<file path="src/rtl/lcd_pkg.sv">
// Shared types and constants for the character-LCD transmitter.
package lcd_pkg;

  typedef enum logic [2:0] {
    StPwrup,
    StIdle,
    StSetup,
    StPulse,
    StHold,
    StWait
  } lcd_state_e;

  localparam logic [7:0] LCD_FUNC_SET = 8'h38;
  localparam logic [7:0] LCD_DISP_ON  = 8'h0C;
  localparam logic [7:0] LCD_CLEAR    = 8'h01;
  localparam logic [7:0] LCD_ENTRY    = 8'h06;

  // Clear and return-home need the long execution wait.
  function automatic logic is_long_cmd(input logic rs, input logic [7:0] data);
    return !rs && ((data == 8'h01) || (data == 8'h02) || (data == 8'h03));
  endfunction

  function automatic int unsigned max_u(input int unsigned a, input int unsigned b);
    return (a > b) ? a : b;
  endfunction

endpackage

</file>
<file path="src/rtl/lcd_tx_ctrl.sv">
// HD44780-class write-only transmitter: one byte per valid/ready handshake, with
// SETUP/EN/HOLD/execution-wait sequencing and an automatic power-up init sequence.
module lcd_tx_ctrl
  import lcd_pkg::*;
#(
  parameter int unsigned T_PWRUP = 1000000,
  parameter int unsigned T_SETUP = 4,
  parameter int unsigned T_PULSE = 25,
  parameter int unsigned T_HOLD  = 4,
  parameter int unsigned T_SHORT = 2500,
  parameter int unsigned T_LONG  = 100000,
  parameter bit          INIT_EN = 1'b1
) (
  input  logic       i_clk,
  input  logic       i_reset,
  input  logic       i_valid,
  input  logic       i_rs,
  input  logic [7:0] i_data,
  output logic       o_ready,
  output logic       o_init_done,
  output logic       o_lcd_on,
  output logic       o_lcd_en,
  output logic       o_lcd_rs,
  output logic       o_lcd_rw,
  output logic [7:0] o_lcd_data
);

  localparam int unsigned MaxT = max_u(max_u(max_u(T_PWRUP, T_SETUP), max_u(T_PULSE, T_HOLD)),
                                       max_u(T_SHORT, T_LONG));
  localparam int unsigned CntW = $clog2(MaxT) + 1;

  typedef logic [CntW-1:0] cnt_t;

  localparam cnt_t LdPwrup = cnt_t'(T_PWRUP - 1);
  localparam cnt_t LdSetup = cnt_t'(T_SETUP - 1);
  localparam cnt_t LdPulse = cnt_t'(T_PULSE - 1);
  localparam cnt_t LdHold  = cnt_t'(T_HOLD - 1);
  localparam cnt_t LdShort = cnt_t'(T_SHORT - 1);
  localparam cnt_t LdLong  = cnt_t'(T_LONG - 1);

  function automatic logic [7:0] init_cmd(input logic [1:0] idx);
    logic [7:0] cmd;
    unique case (idx)
      2'd0: cmd = LCD_FUNC_SET;
      2'd1: cmd = LCD_DISP_ON;
      2'd2: cmd = LCD_CLEAR;
      2'd3: cmd = LCD_ENTRY;
    endcase
    return cmd;
  endfunction

  lcd_state_e state_q, state_d;
  cnt_t       cnt_q, cnt_d;
  logic [1:0] idx_q, idx_d;
  logic       init_done_q, init_done_d;
  logic       rs_q, rs_d;
  logic [7:0] data_q, data_d;
  logic       en_q, en_d;
  logic       on_q;

  always_comb begin
    state_d     = state_q;
    cnt_d       = cnt_q;
    idx_d       = idx_q;
    init_done_d = init_done_q;
    rs_d        = rs_q;
    data_d      = data_q;

    case (state_q)
      // The counter resets to 0, so power-up counts up rather than down.
      StPwrup: begin
        if (cnt_q == LdPwrup) begin
          state_d = StSetup;
          cnt_d   = LdSetup;
          idx_d   = 2'd0;
          rs_d    = 1'b0;
          data_d  = init_cmd(2'd0);
        end else begin
          cnt_d = cnt_q + cnt_t'(1);
        end
      end
      StIdle: begin
        if (!init_done_q) begin
          init_done_d = 1'b1;
        end else if (i_valid) begin
          state_d = StSetup;
          cnt_d   = LdSetup;
          rs_d    = i_rs;
          data_d  = i_data;
        end
      end
      StSetup: begin
        if (cnt_q == '0) begin
          state_d = StPulse;
          cnt_d   = LdPulse;
        end else begin
          cnt_d = cnt_q - cnt_t'(1);
        end
      end
      StPulse: begin
        if (cnt_q == '0) begin
          state_d = StHold;
          cnt_d   = LdHold;
        end else begin
          cnt_d = cnt_q - cnt_t'(1);
        end
      end
      StHold: begin
        if (cnt_q == '0) begin
          state_d = StWait;
          cnt_d   = is_long_cmd(rs_q, data_q) ? LdLong : LdShort;
        end else begin
          cnt_d = cnt_q - cnt_t'(1);
        end
      end
      StWait: begin
        if (cnt_q != '0) begin
          cnt_d = cnt_q - cnt_t'(1);
        end else if (init_done_q) begin
          state_d = StIdle;
        end else if (idx_q == 2'd3) begin
          state_d     = StIdle;
          init_done_d = 1'b1;
        end else begin
          state_d = StSetup;
          cnt_d   = LdSetup;
          idx_d   = idx_q + 2'd1;
          rs_d    = 1'b0;
          data_d  = init_cmd(idx_q + 2'd1);
        end
      end
      default: state_d = StIdle;
    endcase
  end

  // EN is registered so the external strobe is glitch-free.
  assign en_d = (state_d == StPulse);

  always_ff @(posedge i_clk or negedge i_reset) begin
    if (!i_reset) begin
      if (INIT_EN) begin
        state_q <= StPwrup;
      end else begin
        state_q <= StIdle;
      end
      cnt_q       <= '0;
      idx_q       <= 2'd0;
      init_done_q <= 1'b0;
      rs_q        <= 1'b0;
      data_q      <= 8'h00;
      en_q        <= 1'b0;
      on_q        <= 1'b0;
    end else begin
      state_q     <= state_d;
      cnt_q       <= cnt_d;
      idx_q       <= idx_d;
      init_done_q <= init_done_d;
      rs_q        <= rs_d;
      data_q      <= data_d;
      en_q        <= en_d;
      on_q        <= 1'b1;
    end
  end

  assign o_ready     = (state_q == StIdle) && init_done_q;
  assign o_init_done = init_done_q;
  assign o_lcd_on    = on_q;
  assign o_lcd_en    = en_q;
  assign o_lcd_rs    = rs_q;
  assign o_lcd_rw    = 1'b0;
  assign o_lcd_data  = data_q;

endmodule

</file>
<file path="config.mk">
export PLATFORM = sky130hd
export DESIGN_NAME = lcd_tx_ctrl
export DESIGN_NICKNAME = d
export VERILOG_FILES = /design/src/rtl/lcd_pkg.sv /design/src/rtl/lcd_tx_ctrl.sv
export SDC_FILE = /design/constraint.sdc
export NUM_CORES = 1
export LEC_CHECK = 0
export BUFFER_PORTS_ARGS = -buffer_cell sky130_fd_sc_hd__buf_2
export CAP_MARGIN = 20
export CORE_MARGIN = 2
export CORE_UTILIZATION = 30
export DETAILED_ROUTE_END_ITERATION = 16
export GPL_TIMING_DRIVEN = 1
export RECOVER_POWER = 50
export SETUP_SLACK_MARGIN = 0.15
export SLEW_MARGIN = 20
export SYNTH_ARGS = -nofsm -noshare
export SYNTH_HDL_FRONTEND = slang
export SYNTH_SLANG_ARGS = --single-unit
</file>
<file path="constraint.sdc">
create_clock -name i_clk -period 7.1 [get_ports i_clk]
set_input_delay 1.775 -clock i_clk [delete_from_list [all_inputs] [get_ports i_clk]]
set_output_delay 1.775 -clock i_clk [all_outputs]
set_load 0.01 [all_outputs]
</file>
==> metrics.csv, run 1 <==
stage,metric,value,unit
placed_design,dpl cells,518,
outcome,status,"finished, violations left",
clock_network,worst-skew pair later-pin latency,300,ps
grt,global-route wire length before repair,15280,µm
finish,Layout fillers,1058,
finish,post-layout util,33.57,%
floorplanning,Initial Util,30.99,%
clock_network,Clock Path Buffers,2,
clock_network,hold_buf cts,0,
detailed_routing,post-route ant nets,0,
detailed_routing,router iterations before antenna repair,5,
logic_synthesis,post-synthesis sequential area ratio,29.72,%
finish,Storage cell area,950.9,µm²
sta,RSZ-0062 raised after global routing,no,
grt,GR Overflow Total,0,
grt,Total GRT Usage,16.64,%
logic_synthesis,Mapped Avg Cell Area,8.288,µm²
worst_setup_path,startpoint types,flop,
detailed_routing,Iter 0 DRT Violations,392,
sta,measured slew at the worst slew-check pin,2114,ps
worst_setup_path,"Data required, critical path",5330,ps
logic_synthesis,yosys warns,0,
logic_synthesis,Async SR Flop Fraction,100.0,%
detailed_routing,routed len/inst,17.49,µm
placed_design,HPWL after DPL,6518,µm
clock_network,Root Driver,clkbuf_8,
floorplanning,Vert. Die Dim,107.3,µm
sta,min Tclk post-route,3739,ps
worst_setup_path,"reg-to-reg slack, setup",4060,ps
hold_path,Hold Path Depth,1,
sta,Setup TNS,0,ps
pwr,pwr dens,133.1,nW/µm²
sta,max-slew violations,39,
sta,slew margin rel.,-40.96,%
floorplanning,DIE AREA,11510,µm²
placed_design,pre-CTS setup slack,3392,ps
placed_design,GP Congestion,0.9092,
floorplanning,core area,10320,µm²
floorplanning,Die W,107.3,µm
clock_network,number of CTS-inserted buffers,5,
logic_synthesis,Post-synth EDFFs,0,
sta,fmax,0.2674,GHz
detailed_routing,Remaining DRCs,0,
clock_network,Clock Pin Slew Worst Setup and Hold Paths,80,ps
finish,share of layout cells above drive strength 1,13.85,%
finish,"leading cell type in the layout, fill and taps excluded",dfrtp_1,
pwr,Max VDD drop,0.05795,mV
clock_network,H-tree Lvls,2,
worst_setup_path,"Data arrival, critical path",1960,ps
logic_synthesis,synthesized cell area,3199,µm²
worst_setup_path,CP endpoint kind,primary output,
placed_design,IO buf count,24,
detailed_routing,via count,3085,
clock_network,clock sinks,38,
detailed_routing,DR vias/cell,5.865,
logic_synthesis,Synth Register Bits,38,
sta,final number of hold-violating endpoints,0,
grt,number of global-route vias before repair,2943,
outcome,violated checks,"max-capacitance violations, max-slew violations",
logic_synthesis,syn nets,407,
worst_setup_path,crit path max fanout,21,
finish,layout overhead on the synthesized area,8.330,%
logic_synthesis,Synth cell types,75,
clock_network,postcts setup bufs,0,
worst_setup_path,Critical Setup Path Class,flop to primary output,
detailed_routing,drt total wl,9198,µm
finish,NumNets Final,410,
logic_synthesis,Post-Synthesis Cells,386,
clock_network,# resized after CTS,0,
flow_run,maxcap violations,1,
sta,clk_skew,5.705,ps
grt,largest net degree at the start of global routing,39,
finish,Antenna diodes,0,
grt,initial antenna violation count,0,
logic_synthesis,top_reg_cell synth,dfrtp_1,
worst_setup_path,reg2reg path depth,7,
finish,most frequent cells in the layout,"dfrtp_1 (38), nor2_1 (30), nand2_1 (30)",
clock_network,CTS tree,done,
sta,minimum hold slack,516.5,ps
floorplanning,Top Ports,26,
sta,crit share post-route,52.67,%
pwr,Pleak,0.001389,µW
finish,multi-input combinational cell area,2032,µm²
finish,final std cells w/o fill,526,
sta,worst setup margin,3361,ps
sta,Final setup viols,0,
hold_path,Hold WC Path Type,flop to flop,
floorplanning,Placement Rows,37,
==> cell usage after synthesis (5+ instances only) <==
| library cell | n | share of area, % |
|---|---|---|
| a21o_1 | 5 | 1.2 |
| ha_1 | 9 | 3.5 |
| a2bb2oi_1 | 5 | 1.4 |
| nand3_1 | 14 | 2.2 |
| nor4_1 | 9 | 1.8 |
| nor2_1 | 30 | 3.5 |
| a21oi_1 | 27 | 4.2 |
| dfrtp_1 | 38 | 30 |
| nor3_1 | 15 | 2.3 |
| a22o_1 | 6 | 1.6 |
| inv_1 | 12 | 1.4 |
| clkbuf_1 | 11 | 1.3 |
| buf_2 | 12 | 1.9 |
| or3_1 | 6 | 1.2 |
| xnor2_1 | 7 | 1.9 |
| nand4_1 | 8 | 1.6 |
| o21ai_0 | 15 | 2.3 |
| o22ai_1 | 5 | 0.98 |
| a31oi_1 | 9 | 1.8 |
| o21ai_1 | 5 | 0.78 |
| and3_1 | 7 | 1.4 |
| nand2_1 | 30 | 3.5 |
==> stage by stage <==
step	cell area, µm²	total power [µW]
3_3_place_gp	3347	230.2
3_5_place_dp	3347	230.3
2_1_floorplan	3199	222.5
5_1_grt	3466	476.3
4_1_cts	3490	467.3
6_report	3466	461.2
==> kinds of logic (layout without fill, tap and decap cells) <==
group | count (synthesis) | after routing | synth area share [%]
other | 2 | 2 | 0.2347
buffers and inverters | 41 | 45 | 6.101
xor gates and xnor gates | 11 | 11 | 3.011
AOI/OAI and AO/OA | 117 | 117 | 25.65
and+or+nand+nor | 162 | 162 | 29.37
muxes | 6 | 6 | 2.386
DFF | 38 | 38 | 29.72
adders and majority gates | 9 | 9 | 3.520
==> where the power goes <==
group          switching [µW]  internal (µW)  leakage (µW)
registers              0.0587            216      0.000472
clock network            85.9            150     0.0000714
logic                    6.16           2.59      0.000846
total                    92.1            369       0.00139
==> final cells by class <==
type,count,share of cell area (%)
Sequential cell,38,27.44
Clock buffer,6,2.383
Tap cell,136,4.910
Clock inverter,2,1.733
Multi-Input combinational cell,307,58.63
Timing Repair Buffer,25,3.610
Inverter,12,1.300
==> final timing paths <==
kind,end,from
worst min register to register,o_lcd_data[0],o_lcd_data[0]
min in group asynchronous,cnt_q[11],i_reset
worst max register to register,cnt_q[15],cnt_q[0]
worst max-delay path,o_ready,state_q[0]
worst min-delay path,o_lcd_data[0],o_lcd_data[0]
max in group asynchronous,o_lcd_data[2],i_reset
==> critical path, stage by stage (launching register included) <==
cell and delay [ps]:
dfrtp_1 720, nor3b_1 610, and2_1 210, buf_2 120
==> state kept, by name (all words and copies together) (netlist names) <==
register and cells:
o_lcd_en 1, o_lcd_data 8, state_q 3, o_init_done 1
idx_q 2, o_lcd_on 1, cnt_q 21, o_lcd_rs 1
==> routing by layer <==
layer	track usage, %	part of all wire (%)	vias to the layer above
met5	0	0	-
met4	6.772	2.5	0
met3	2.845	6.4	17
met2	26.04	47	122
met1	22.69	44	1486
li1	-	-	1460
(Power assumes the default switching activity.)
==> inputs of run 2 (changes only) <==
clock period = 3.5 ns   (was 7.1 ns; I/O delays follow)
==> run 2 against run 1 <==
Design area hardly changed. The run still ends with max-capacitance violations, max-slew violations left. Wire length is 0.74% higher. Via count hardly changed. Sequential power is 100% higher. Largest cell class unchanged. Flip-flop and latch count stayed put. Worst hold slack better by 3.7 ps. Critical path depth stayed put. Count of clock-buffer cells in the layout stayed put. Non-clock buffer count is 4 higher. Global-route usage is 0.15 points lower. Combinational power is 110% higher.
==> metrics.csv, run 2 (same netlist as run 1, synthesis figures left out) <==
stage,metric,value,unit
outcome,status,"finished, violations left",
outcome,violated checks,"max-capacitance violations, max-slew violations",
detailed_routing,Remaining DRCs,0,
placed_design,GP Congestion,0.9019,
placed_design,placed instance area,3377,µm²
finish,most frequent cells in the layout,"dfrtp_1 (38), nor2_1 (30), nand2_1 (30)",
detailed_routing,routed len/inst,17.48,µm
sta,RSZ-0062 raised after global routing,no,
worst_setup_path,CP endpoint kind,primary output,
finish,post-route cell area,3463,µm²
detailed_routing,Iter 0 DRT Violations,351,
detailed_routing,post-route ant nets,0,
sta,slew margin rel.,-44.59,%
worst_setup_path,Critical Setup Path Class,flop to primary output,
floorplanning,Die W,107.3,µm
finish,max reg flops,21,
finish,layout overhead on the synthesized area,8.252,%
pwr,Pleak,0.001369,µW
sta,Final setup viols,0,
clock_network,number of CTS-inserted buffers,5,
floorplanning,DIE AREA,11510,µm²
finish,share of layout cells above drive strength 1,13.96,%
flow_run,maxcap violations,1,
clock_network,# resized after CTS,0,
floorplanning,Placement Rows,37,
worst_setup_path,Reg-to-Reg End,cnt_q[15],
placed_design,IO buf count,24,
floorplanning,Top Ports,26,
finish,Antenna diodes,0,
clock_network,hold_buf cts,0,
pwr,pwr dens,229.3,nW/µm²
worst_setup_path,"reg-to-reg slack, setup",720,ps
finish,"leading cell type in the layout, fill and taps excluded",dfrtp_1,
clock_network,H-tree Lvls,2,
worst_setup_path,crit path max fanout,21,
clock_network,worst-skew pair later-pin latency,300,ps
clock_network,Clock Pin Slew Worst Setup and Hold Paths,80,ps
finish,Reg with most FFs,cnt_q,
placed_design,HPWL after DPL,6620,µm
floorplanning,Initial Util,30.99,%
grt,global-route wire length before repair,15100,µm
floorplanning,Vert. Die Dim,107.3,µm
clock_network,Root Driver,clkbuf_8,
grt,Total GRT Usage,16.49,%
sta,clk_skew,5.813,ps
detailed_routing,drt total wl,9266,µm
worst_setup_path,startpoint types,flop,
sta,crit share post-route,81.73,%
worst_setup_path,reg2reg path depth,6,
floorplanning,core area,10320,µm²
worst_setup_path,CP endpoint,o_ready,
sta,fmax,0.3496,GHz
worst_setup_path,Crit Reg-Reg Startpoint,state_q[2],
detailed_routing,via count,3086,
clock_network,Clock Path Buffers,2,
grt,initial antenna violation count,0,
detailed_routing,DR vias/cell,5.823,
detailed_routing,router iterations before antenna repair,5,
finish,Layout fillers,1080,
worst_setup_path,"Data required, critical path",2620,ps
clock_network,postcts setup bufs,0,
grt,GR Overflow Total,0,
sta,measured slew at the worst slew-check pin,2169,ps
worst_setup_path,crit path from,state_q[2],
clock_network,CTS tree,done,
grt,number of global-route vias before repair,2872,
pwr,Max VDD drop,0.1276,mV
hold_path,Hold WC Path Type,flop to flop,
sta,max-slew violations,39,
sta,final number of hold-violating endpoints,0,
finish,NumNets Final,414,
sta,Setup TNS,0,ps
grt,largest net degree at the start of global routing,39,
worst_setup_path,"Data arrival, critical path",1990,ps
sta,min Tclk post-route,2861,ps
clock_network,clock sinks,38,
-- run 2: cell types whose count changed in the layout (fill, tap and decap cells not counted) --
cell	before	now
clkinv_2	0	1
clkinvlp_4	0	1
buf_2	22	17
bufinv_16	2	0
nor4_2	0	1
clkbuf_1	2	7
nor4_4	1	2
buf_4	1	5
nor4_1	11	9
-- run 2: how the worst min path moves through the flow --
stage,slack [ps],cells after the start,from,end
detailed placement,500,1,o_lcd_data[1],o_lcd_data[1]
global placement,490,1,o_lcd_data[0],o_lcd_data[0]
global route,540,1,o_lcd_data[0],o_lcd_data[0]
finish,520,1,o_lcd_data[1],o_lcd_data[1]
floorplan,500,1,cnt_q[20],cnt_q[20]
CTS,520,1,o_lcd_data[1],o_lcd_data[1]
-- run 2: critical path, stage by stage (launching register included) --
cell     delay, ps
dfrtp_1        640
nor3b_1        710
and2_1         220
buf_2          120
-- run 2: per-layer routing --
| layer | part of all wire (%) | vias to the layer above | track usage [%] |
|---|---|---|---|
| met3 | 6.7 | 17 | 2.058 |
| met1 | 45 | 1463 | 23.26 |
| met2 | 46 | 138 | 26.08 |
| met5 | 0 | - | 0 |
| met4 | 2.3 | 0 | 5.288 |
| li1 | - | 1468 | - |
-- run 2: layout make-up --
cell class / count / area, µm² / area share [%]
multi-input cells: 307 / 2053 / 59.28
repair buffers: 29 / 148.9 / 4.299
clock buffers: 6 / 82.58 / 2.384
inverters: 12 / 45.04 / 1.301
well taps: 136 / 170.2 / 4.913
flip-flops and latches: 38 / 950.9 / 27.46
clock inverters: 2 / 12.51 / 0.3613
-- run 2: power by group --
group | switching, µW | internal (µW) | total [µW]
Sequential | 0.121 | 439 | 439
Combinational | 12.9 | 5.10 | 18.0
Clock | 178 | 159 | 337
-- run 2: through the flow --
step           setup slack (ps)  util, %  total power, µW  std cells  hold slack, ps
2_1_floorplan              1162        -            451.4        386           500.8
3_3_place_gp              799.1    32.71            467.3        522           486.3
3_5_place_dp              766.5    32.71            467.8        522           502.7
4_1_cts                   634.5    33.63            810.4        530           523.5
5_1_grt                   463.5    33.55            829.3        530           540.8
6_report                  639.4    33.55            794.2        530           520.3
